File: src/rtl/ts_packet_mux4.sv
// Round-robin consumer of four TS packet buffers: requests one whole packet at a
// time from a full buffer and forwards it as a single tagged 8-bit stream.
module ts_packet_mux4 #(
    parameter int         PKT_LEN    = 188,
    parameter int         RD_LATENCY = 2,
    parameter int         MIN_GAP    = 4,
    parameter logic [7:0] SYNC_BYTE  = 8'h47
) (
    input  logic        SYS_CLK,
    input  logic        RST,
    input  logic [3:0]  GOT_FULL_PACKET,
    input  logic [31:0] DATA_IN,
    input  logic        EN,
    output logic [3:0]  GIVE_ME_ONE_PACKET,
    output logic [7:0]  TS_DATA,
    output logic        TS_VALID,
    output logic        TS_PSYNC,
    output logic [1:0]  TS_CHAN,
    output logic        SYNC_ERR,
    output logic        BUSY,
    output logic [2:0]  dbg_state
);

    // Buffer handshake: a one-cycle GIVE_ME_ONE_PACKET[i] pulse is the whole request;
    // the buffer answers RD_LATENCY cycles later with PKT_LEN contiguous bytes on its
    // DATA_IN lane and offers no back-pressure, so only one request may be in flight.
    typedef enum logic [2:0] {
        IDLE   = 3'd0,
        REQ    = 3'd1,
        WAIT   = 3'd2,
        STREAM = 3'd3,
        GAP    = 3'd4
    } state_t;

    localparam logic [7:0] LAST_IDX  = 8'(PKT_LEN - 1);
    localparam logic [7:0] WAIT_LOAD = 8'(RD_LATENCY - 1);
    localparam logic [7:0] GAP_LOAD  = 8'(MIN_GAP);

    state_t      state;
    state_t      state_next;
    logic [1:0]  sel;
    logic [1:0]  last_served;
    logic [1:0]  pick;
    logic        pick_valid;
    logic [7:0]  byte_cnt;
    logic [7:0]  wait_cnt;
    logic [7:0]  gap_cnt;
    logic        last_byte;
    logic [7:0]  lane_byte;

    assign lane_byte = DATA_IN[{sel, 3'b000} +: 8];
    assign last_byte = (state == STREAM) && (byte_cnt == LAST_IDX);

    // Search starts just after the last served channel, wrapping modulo 4.
    always_comb begin
        logic [1:0] cand;
        pick       = 2'd0;
        pick_valid = 1'b0;
        cand       = 2'd0;
        for (int k = 1; k <= 4; k++) begin
            cand = last_served + 2'(k);
            if (!pick_valid && GOT_FULL_PACKET[cand]) begin
                pick       = cand;
                pick_valid = 1'b1;
            end
        end
    end

    always_ff @(posedge SYS_CLK or negedge RST) begin
        if (!RST) begin
            state <= IDLE;
        end else begin
            state <= state_next;
        end
    end

    always_comb begin
        state_next = state;
        unique case (state)
            IDLE:    if (EN && pick_valid) state_next = REQ;
            REQ:     state_next = (RD_LATENCY <= 1) ? STREAM : WAIT;
            WAIT:    if (wait_cnt <= 8'd1) state_next = STREAM;
            STREAM:  if (last_byte) state_next = (MIN_GAP == 0) ? IDLE : GAP;
            GAP:     if (gap_cnt <= 8'd1) state_next = IDLE;
            default: state_next = IDLE;
        endcase
    end

    assign GIVE_ME_ONE_PACKET = (state == REQ) ? (4'b0001 << sel) : 4'b0000;
    assign BUSY               = (state != IDLE);
    assign dbg_state          = state;

    // Output stage lags DATA_IN by one cycle; TS_DATA and TS_CHAN hold between packets.
    always_ff @(posedge SYS_CLK or negedge RST) begin
        if (!RST) begin
            sel         <= 2'd0;
            last_served <= 2'd3;
            byte_cnt    <= 8'd0;
            wait_cnt    <= 8'd0;
            gap_cnt     <= 8'd0;
            TS_DATA     <= 8'd0;
            TS_VALID    <= 1'b0;
            TS_PSYNC    <= 1'b0;
            TS_CHAN     <= 2'd0;
            SYNC_ERR    <= 1'b0;
        end else begin
            TS_VALID <= 1'b0;
            TS_PSYNC <= 1'b0;
            SYNC_ERR <= 1'b0;
            unique case (state)
                IDLE: begin
                    if (EN && pick_valid) sel <= pick;
                end
                REQ: begin
                    last_served <= sel;
                    wait_cnt    <= WAIT_LOAD;
                    byte_cnt    <= 8'd0;
                end
                WAIT: begin
                    wait_cnt <= wait_cnt - 8'd1;
                end
                STREAM: begin
                    TS_DATA  <= lane_byte;
                    TS_VALID <= 1'b1;
                    byte_cnt <= byte_cnt + 8'd1;
                    if (byte_cnt == 8'd0) begin
                        TS_PSYNC <= 1'b1;
                        TS_CHAN  <= sel;
                        SYNC_ERR <= (lane_byte != SYNC_BYTE);
                    end
                    if (last_byte) gap_cnt <= GAP_LOAD;
                end
                GAP: begin
                    gap_cnt <= gap_cnt - 8'd1;
                end
                default: begin
                    byte_cnt <= 8'd0;
                end
            endcase
        end
    end

endmodule
File: config.mk
export PLATFORM = sky130hd
export DESIGN_NAME = ts_packet_mux4
export DESIGN_NICKNAME = d
export VERILOG_FILES = /design/src/rtl/ts_packet_mux4.sv
export SDC_FILE = /design/constraint.sdc
export NUM_CORES = 1
export LEC_CHECK = 0
export CORE_UTILIZATION = 35
export DETAILED_ROUTE_END_ITERATION = 8
export MAX_ROUTING_LAYER = met4
export PLACE_DENSITY = 0.66
export SLEW_MARGIN = 20
export SYNTH_ARGS = -nofsm -noshare
export SYNTH_HDL_FRONTEND = slang
export SYNTH_SLANG_ARGS = --single-unit
File: constraint.sdc
create_clock -name SYS_CLK -period 2.35 [get_ports SYS_CLK]
set_clock_uncertainty 0.2 [all_clocks]
set_input_delay 0.3525 -clock SYS_CLK [delete_from_list [all_inputs] [get_ports SYS_CLK]]
set_output_delay 0.3525 -clock SYS_CLK [all_outputs]
set_load 0.03 [all_outputs]
Word level (Yosys, flattened, before mapping):

Cells that the tools add are included.

* logic and storage cells: 84
* flip-flop bits (word level): 44
* bits of input ports: 39

* add/sub/neg operators: 6
* muxes and demuxes: 31
* eq/ne operators: 10
* order comparisons: 6
* reduce and logical (&&, ||, !) cells: 18
* shift-type cells: 2

Operators with widths (number)
* $pmux W8 S2: 3
* $shiftx A32 B6 Y8: 1
* $le A8 B1 Y1 const B: 2
* $sub A8 B1 Y8 const B: 2
* $pmux W3 S5: 1
* $mux W1: 13
* $lt A2 B3 Y1 const B: 4
* $mux W3: 4
* $add A8 B1 Y8 const B: 1
* $bmux W1 S2: 4
* $eq A8 B8 Y1 const B: 1
* $logic_not A8 Y1: 1
* $mux W2: 4
* $mux W8: 1
* $ne A2 B2 Y1 const B: 4
* $ne A8 B7 Y1 const B: 1
* $eq A3 B2 Y1 const B: 2
* $reduce_and A2 Y1: 3
* $logic_and A1 B1 Y1: 5
* $add A2 B2 Y2 const B: 2
* $mux W4: 1
* $reduce_and A4 Y1: 1
* $reduce_bool A2 Y1: 2
* $shl A1 B2 Y4 const A: 1
* other kinds (7): 9

Logic depth before layout (Yosys ltp):

Gate-level depths: netlist of run 1.

* depth in word-level cells: 16
* gate-level depth with buffers: 6

Worst setup path after synthesis of run 1:

OpenSTA, ideal clock, no wires.

* kind: reg2out
* start point: register state[0], in the netlist dbg_state[0]
* end point: output GIVE_ME_ONE_PACKET[0]
* cell stages (with the launch flop): 6
* arrival: 1.944 ns
* path buffers: 2
* slack: -0.147 ns
* required time: 1.798 ns
* path through: dfrtp_1 > buf_2 > nand2b_1 > or2_2 > clkbuf_1 > nor3_1

* longest elaborated chain between the ends: 2

Ends and longest elaborated chain
* start: declaration: RTL line 39 `state_t state;`
* start signal: assignment: RTL line 73 `state <= state_next;`
* $eq A3 B1 Y1: RTL line 89 `assign GIVE_ME_ONE_PACKET = (state == REQ) ? (4'b0001 << sel) : 4'b0000;`
* $mux W4: RTL line 89
* end: declaration: RTL line 14 `output logic [3:0] GIVE_ME_ONE_PACKET,`

No other way between the ends.

Worst setup path after layout of run 1:

Ends and elaborated chain as after synthesis.

==> results of run 1 <==
-- kinds of logic (layout without fill, tap and decap cells) --
logic type / after synthesis / count (layout) / share of synthesized area (%)
DFF: 44 / 44 / 47.3
xor gates and xnor gates: 2 / 2 / 0.751
adders and majority gates: 6 / 6 / 3.22
buffers and inverters: 18 / 85 / 3.11
muxes: 15 / 15 / 10.9
and+or+nand+nor: 105 / 105 / 22.5
AOI/OAI and AO/OA: 45 / 45 / 12.2
-- worst reg2reg max path, stage by stage, from the launching register on --
cell	delay [ns]
dfrtp_1	0.51
or3b_1	0.47
or4_4	0.46
o311ai_1	0.25
o41ai_1	0.12
-- area by class of cell --
type                    instances  area share (%)
multi-input cells             173            36.9
clock buffers                   7            3.06
inverters                      10            1.19
repair buffers                 68            20.8
well taps                      77            3.06
flip-flops and latches         44            35.0
-- registers in the layout, indices dropped and copies added (netlist names) --
register / count
TS_DATA: 8
byte_cnt: 8
gap_cnt: 8
wait_cnt: 8
dbg_state: 3
TS_CHAN: 2
last_served: 2
sel: 2
SYNC_ERR: 1
TS_PSYNC: 1
TS_VALID: 1
-- metrics by stage --
stage | area (um2) | instances
2_1_floorplan | 2340 | 235
3_3_place_gp | 3050 | 371
3_5_place_dp | 3050 | 371
4_1_cts | 3150 | 379
5_1_grt | 3150 | 379
6_report | 3150 | 379
-- where the power goes --
part           switching [mW]  leakage (nW)  internal, mW
combinational           0.103         0.809         0.140
sequential             0.0239         0.544         0.783
clock                   0.234        0.0503         0.262
-- worst min path at each step --
| stage | endpoint | slack, ns | cells past startpoint |
|---|---|---|---|
| floorplan | SYNC_ERR | -0.14 | 0 |
| global placement | wait_cnt[4] | 0.15 | 2 |
| detailed placement | wait_cnt[5] | 0.15 | 2 |
| CTS | TS_DATA[6] | 0.28 | 2 |
| global route | wait_cnt[5] | 0.31 | 1 |
| finish | TS_DATA[6] | 0.28 | 2 |
-- cells in the final DEF, fill, tap and decap left out, types with 3 or more instances in the layout --
| cell | synthesis | routed |
|---|---|---|
| clkbuf_8 | 0 | 7 |
| nor4_1 | 3 | 3 |
| mux2i_1 | 3 | 3 |
| dfrtp_1 | 42 | 42 |
| mux4_2 | 8 | 8 |
| buf_4 | 0 | 11 |
| nor2_1 | 18 | 18 |
| a31oi_1 | 3 | 3 |
| o41ai_1 | 5 | 5 |
| o21ai_0 | 17 | 17 |
| ha_1 | 6 | 6 |
| nand2b_1 | 5 | 5 |
| nand2_1 | 39 | 39 |
| mux2_2 | 4 | 4 |
| nand4_1 | 5 | 5 |
| a21oi_1 | 9 | 9 |
| and3_1 | 5 | 5 |
| inv_1 | 10 | 10 |
| nor3_1 | 5 | 4 |
| nand3_1 | 10 | 10 |
| clkdlybuf4s50_1 | 0 | 53 |
-- repair_timing --
item,in CTS,in global routing
setup endpoints to repair,1,2
hold endpoints to repair,42,0
hold buffers,1,0
resized for setup,1,0
-- per-layer routing --
metal | global-route usage (%) | share of wire, % | up-vias
li1 | - | - | 988
met1 | 19.6 | 46 | 952
met2 | 26.5 | 49 | 38
met3 | 3.76 | 4.6 | 2
met4 | 2.77 | 0.27 | 0
met5 | - | 0 | -
==> impl_metrics.py, run 1 <==
metrics = {
    "outcome": {
        "status": "completed",
    },
    "synth": {
        "synth_ff_type": "dfrtp_1",
        "ys_ff_latch": 44,
        "synthDistinctLibCells": 45,
        "synth.avg_cell_area_um2": 9.93,
        "yosysSeqAreaShare_pct": 47.3,
        "yosys-top-cells-count": "dfrtp_1 (42), nand2_1 (39), nor2_1 (18), o21ai_0 (17)",
        "synthTopCellsByArea": "dfrtp_1 (45%), mux4_2 (7.7%), nand2_1 (6.3%), o21ai_0 (3.6%), ha_1 (3.2%)",
        "synth_area_um2": 2330,
        "async_flop_share_pct": 100,
        "yosys.area.top_type": "dfrtp_1",
        "yosysWarnings": 0,
        "synth_top_area_share_pct": 45.0,
        "synth_fp_nets": 280,
        "netlist_instances": 235,
        "synth_edf_count": 0,
        "synth_most_common_cell": "dfrtp_1",
    },
    "route": {
        "vias": 1980,
        "wl_per_cell_um": 13.6,
        "vias_per_cell": 5.22,
        "drt-initial-drc-count": 100,
        "routed_wl_um": 5160,
        "ant_nets": 0,
        "drc": 0,
        "dr.pass1.iters": 4,
    },
    "clock_tree": {
        "clock_latency_ns": 0.28,
        "postCtsSetupRepairBufs": 0,
        "cts_num_sinks": 44,
        "cts_buffers": 5,
        "clock_path_buffers": 2,
        "cts_tree": "done",
        "cts_root_buf": "clkbuf_8",
        "clkTransAtPathRegs_ns": 0.08,
        "h-tree-depth": 2,
    },
    "finish": {
        "num-nets-final": 347,
        "drive_above_1_share_pct": 13.2,
        "regArea_um2": 1100,
        "fin_util_pct": 49.4,
        "fill_cells": 583,
        "area_growth_pct": 35.1,
        "diodes": 0,
        "multi_input_area_um2": 1160,
    },
    "grt": {
        "overflow": 0,
        "grt_util_all_layers_pct": 15.7,
        "grt_pass1_vias": 1925,
        "grt_pass1_wl_um": 8680,
        "antenna_found_initial": 0,
        "grt_max_degree": 45,
    },
    "worst_setup_path": {
        "r2r_cells": 4,
        "worstPathArrival_ns": 1.69,
        "reg2reg_to": "wait_cnt[5]",
        "crit_chain": "buf_4, nand2b_1, or2_2, nor3_2, buf_4",
        "r2r_slack_ns": 0.23,
        "start_kind": "flop",
        "path_max_fanout": 9,
        "reg2reg_from": "dbg_state[2]",
        "critPathCaptureType": "output pin",
        "worst_ep_required_time_ns": 1.80,
        "path_depth": 5,
        "slowest_delay_ns": 0.39,
        "crit_start": "dbg_state[0]",
        "cpMostUsedCell": "buf_4",
        "slowest_stage": "or2_2",
        "crit_buf_inv": 2,
        "crit_type": "flop to output pin",
        "endpoint": "GIVE_ME_ONE_PACKET[0]",
        "critPathTopFamily": "simple AND/OR/NAND/NOR gates",
    },
    "power": {
        "p_leak_nw": 1.40,
        "ir_worst_vdd_v": 0.000316,
        "finalPower_mw": 1.55,
        "p_per_area_nw_per_um2": 490,
    },
    "timing": {
        "setup_tns_ns": 0,
        "hold_viol": 0,
        "slew_viol_final": 0,
        "setup_viol": 0,
        "rsz0062_at_grt": "true",
        "period_needed_ns": 2.25,
        "finalCritPeriodShare_pct": 95.6,
        "fmax_mhz": 445,
        "tightest_slew_ns": 0.598,
        "fin_hold_ws_ns": 0.275,
        "postLayoutSetupSlackWorst_ns": 0.103,
        "slew-limit-headroom_pct": 60.1,
    },
    "placed_design": {
        "numPortBuffers": 59,
        "dp_worst_setup_slack_ns": 0.226,
        "hpwl_um": 3890,
        "place_congestion": 0.820,
    },
    "run": {
        "cap_violations": 0,
    },
    "floorplan": {
        "die_area_um2": 7000,
        "core_um2": 6390,
        "die_h_um": 83.7,
        "io_pins": 60,
        "num_rows": 29,
        "start_util_pct": 36.5,
        "fp.dieW_um": 83.7,
    },
    "worst_hold_path": {
        "hold_start": "TS_DATA[6]",
        "hold_class": "flop to flop",
    },
}
Note: power is estimated with default switching activity, not from simulation.
==> inputs of run 2 (changes only) <==
--- a/config.mk
+++ b/config.mk
@@ -9,6 +9,7 @@
 export DETAILED_ROUTE_END_ITERATION = 8
 export MAX_ROUTING_LAYER = met4
 export PLACE_DENSITY = 0.66
+export REMOVE_ABC_BUFFERS = 1
 export SLEW_MARGIN = 20
 export SYNTH_ARGS = -nofsm -noshare
 export SYNTH_HDL_FRONTEND = slang
==> run 2 against run 1 <==
  * Non-clock buffer count is 1 higher
  * Worst setup slack improved by 0.0019 ns
  * Sequential cell count is the same
  * Critical endpoint unchanged
  * Largest cell class unchanged
==> impl_metrics.py, run 2 (synthesis results as in run 1) <==
metrics = {
    "finish": {
        "layoutNonFillerInstCount": 381,
        "drive_above_1_share_pct": 13.5,
        "area_growth_pct": 35.0,
        "mostFrequentLayoutCell": "clkdlybuf4s50_1",
        "num-nets-final": 348,
        "diodes": 0,
        "final_cell_mix": "clkdlybuf4s50_1 (53), dfrtp_1 (41), nand2_1 (39), nor2_1 (17), o21ai_0 (17)",
    },
    "power": {
        "switching_power_mw": 0.371,
        "p_int_mw": 1.13,
        "power_frac_seq_pct": 53.7,
        "p_per_area_nw_per_um2": 477,
        "ir_worst_vdd_v": 0.000270,
        "pwr-share-clk_pct": 30.0,
        "pwr-share-comb_pct": 16.3,
        "sw_frac_of_total_pct": 24.7,
        "p_leak_nw": 1.40,
        "finalPower_mw": 1.50,
    },
    "route": {
        "wl_per_cell_um": 13.8,
        "ant_nets": 0,
        "drt-initial-drc-count": 91,
        "dr.pass1.iters": 5,
        "vias": 2047,
        "drc": 0,
        "vias_per_cell": 5.37,
        "routed_wl_um": 5260,
    },
    "placed_design": {
        "place_inst": 372,
        "hpwl_um": 3950,
        "numPortBuffers": 59,
        "place_congestion": 0.823,
    },
    "clock_tree": {
        "clock_latency_ns": 0.30,
        "cts_num_sinks": 44,
        "clock_path_buffers": 2,
        "clkTransAtPathRegs_ns": 0.08,
        "cts_root_buf": "clkbuf_8",
        "cts_tree": "done",
        "postCtsSetupRepairBufs": 0,
        "h-tree-depth": 2,
        "cts_buffers": 5,
    },
    "outcome": {
        "status": "completed",
    },
    "timing": {
        "hold_viol": 0,
        "fin_hold_ws_ns": 0.279,
        "fmax_mhz": 445,
        "finalCritPeriodShare_pct": 95.5,
        "rsz0062_at_grt": "true",
        "period_needed_ns": 2.24,
        "tightest_slew_ns": 0.567,
        "slew_viol_final": 0,
        "slew-limit-headroom_pct": 62.2,
        "setup_viol": 0,
    },
    "floorplan": {
        "die_area_um2": 7000,
        "start_util_pct": 36.5,
        "die_h_um": 83.7,
        "io_pins": 60,
        "fp.dieW_um": 83.7,
        "num_rows": 29,
        "core_um2": 6390,
    },
    "worst_setup_path": {
        "crit_buf_inv": 2,
        "worst_ep_required_time_ns": 1.80,
        "cpMostUsedCell": "buf_4",
        "start_kind": "flop",
        "path_max_fanout": 9,
        "crit_chain": "buf_4, nand2b_1, or2_4, nor3_1, buf_4",
        "crit_type": "flop to output pin",
        "critPathCaptureType": "output pin",
        "slowest_delay_ns": 0.44,
        "critPathTopFamily": "simple AND/OR/NAND/NOR gates",
        "slowest_stage": "dfrtp_2",
        "worstPathArrival_ns": 1.69,
    },
    "grt": {
        "antenna_found_initial": 0,
        "grt_pass1_vias": 1999,
        "grt_pass1_wl_um": 9160,
        "overflow": 0,
        "grt_util_all_layers_pct": 16.5,
        "grt_max_degree": 24,
    },
    "run": {
        "cap_violations": 0,
    },
    "worst_hold_path": {
        "hold_class": "flop to flop",
    },
}
[run 2: tightest hold or removal path, cell delays in order, from the launching register on]
cell,delay (ns)
dfrtp_1,0.35
nand2_1,0.05
nand2_1,0.06
[run 2: final timing paths]
path | start | endpoint | slack, ns | cells after the start
worst max-delay path | dbg_state[1] | GIVE_ME_ONE_PACKET[0] | 0.11 | 5
worst min-delay path | TS_DATA[4] | TS_DATA[4] | 0.28 | 2
worst max register to register | dbg_state[2] | wait_cnt[5] | 0.29 | 4
worst min register to register | TS_DATA[4] | TS_DATA[4] | 0.28 | 2
max in group asynchronous | RST | last_served[1] | 1.01 | 3
min in group asynchronous | RST | TS_DATA[0] | 0.36 | 2
[run 2: area by class of cell]
type / instances / area [um2]
clock buffer: 7 / 76.3
clock inverter: 1 / 5.00
fill: 579 / 3240
inverter: 10 / 37.5
multi-input combinational: 173 / 1160
sequential: 44 / 1100
tap: 77 / 96.3
timing repair buffer: 69 / 668
[run 2: metrics by stage]
step	TNS, ns	util, %	cell area [um2]	setup slack (ns)
after floorplan	-0.0521	-	2300	-0.0521
after global placement	0	47.8	3050	0.229
after detailed placement	0	47.8	3050	0.221
after CTS	0	49.2	3140	0.000490
after global routing	-0.00581	49.3	3150	-0.00581
final	0	49.3	3150	0.105
[run 2: repair_timing]
action	in CTS	in global routing
hold buffers	1	0
resized for setup	1	3
pin swaps	0	0
endpoints found under the hold margin	21	0
setup endpoints to repair	1	4
[run 2: power groups by stage]
| stage | combinational [mW] | sequential (mW) | clock (mW) |
|---|---|---|---|
| detailed placement | 0.246 | 0.822 | 0 |
| global route | 0.265 | 0.812 | 0.503 |
| CTS | 0.248 | 0.807 | 0.475 |
| finish | 0.245 | 0.806 | 0.450 |
| global placement | 0.242 | 0.821 | 0 |
| floorplan | 0.0641 | 0.860 | 0 |
[run 2: per-layer routing]
layer	vias to the layer above	routed length (um)	track usage [%]
met1	980	2410	20.9
met2	66	2410	26.5
met3	6	370	4.15
met5	-	0	-
li1	995	-	-
met4	0	65	4.62
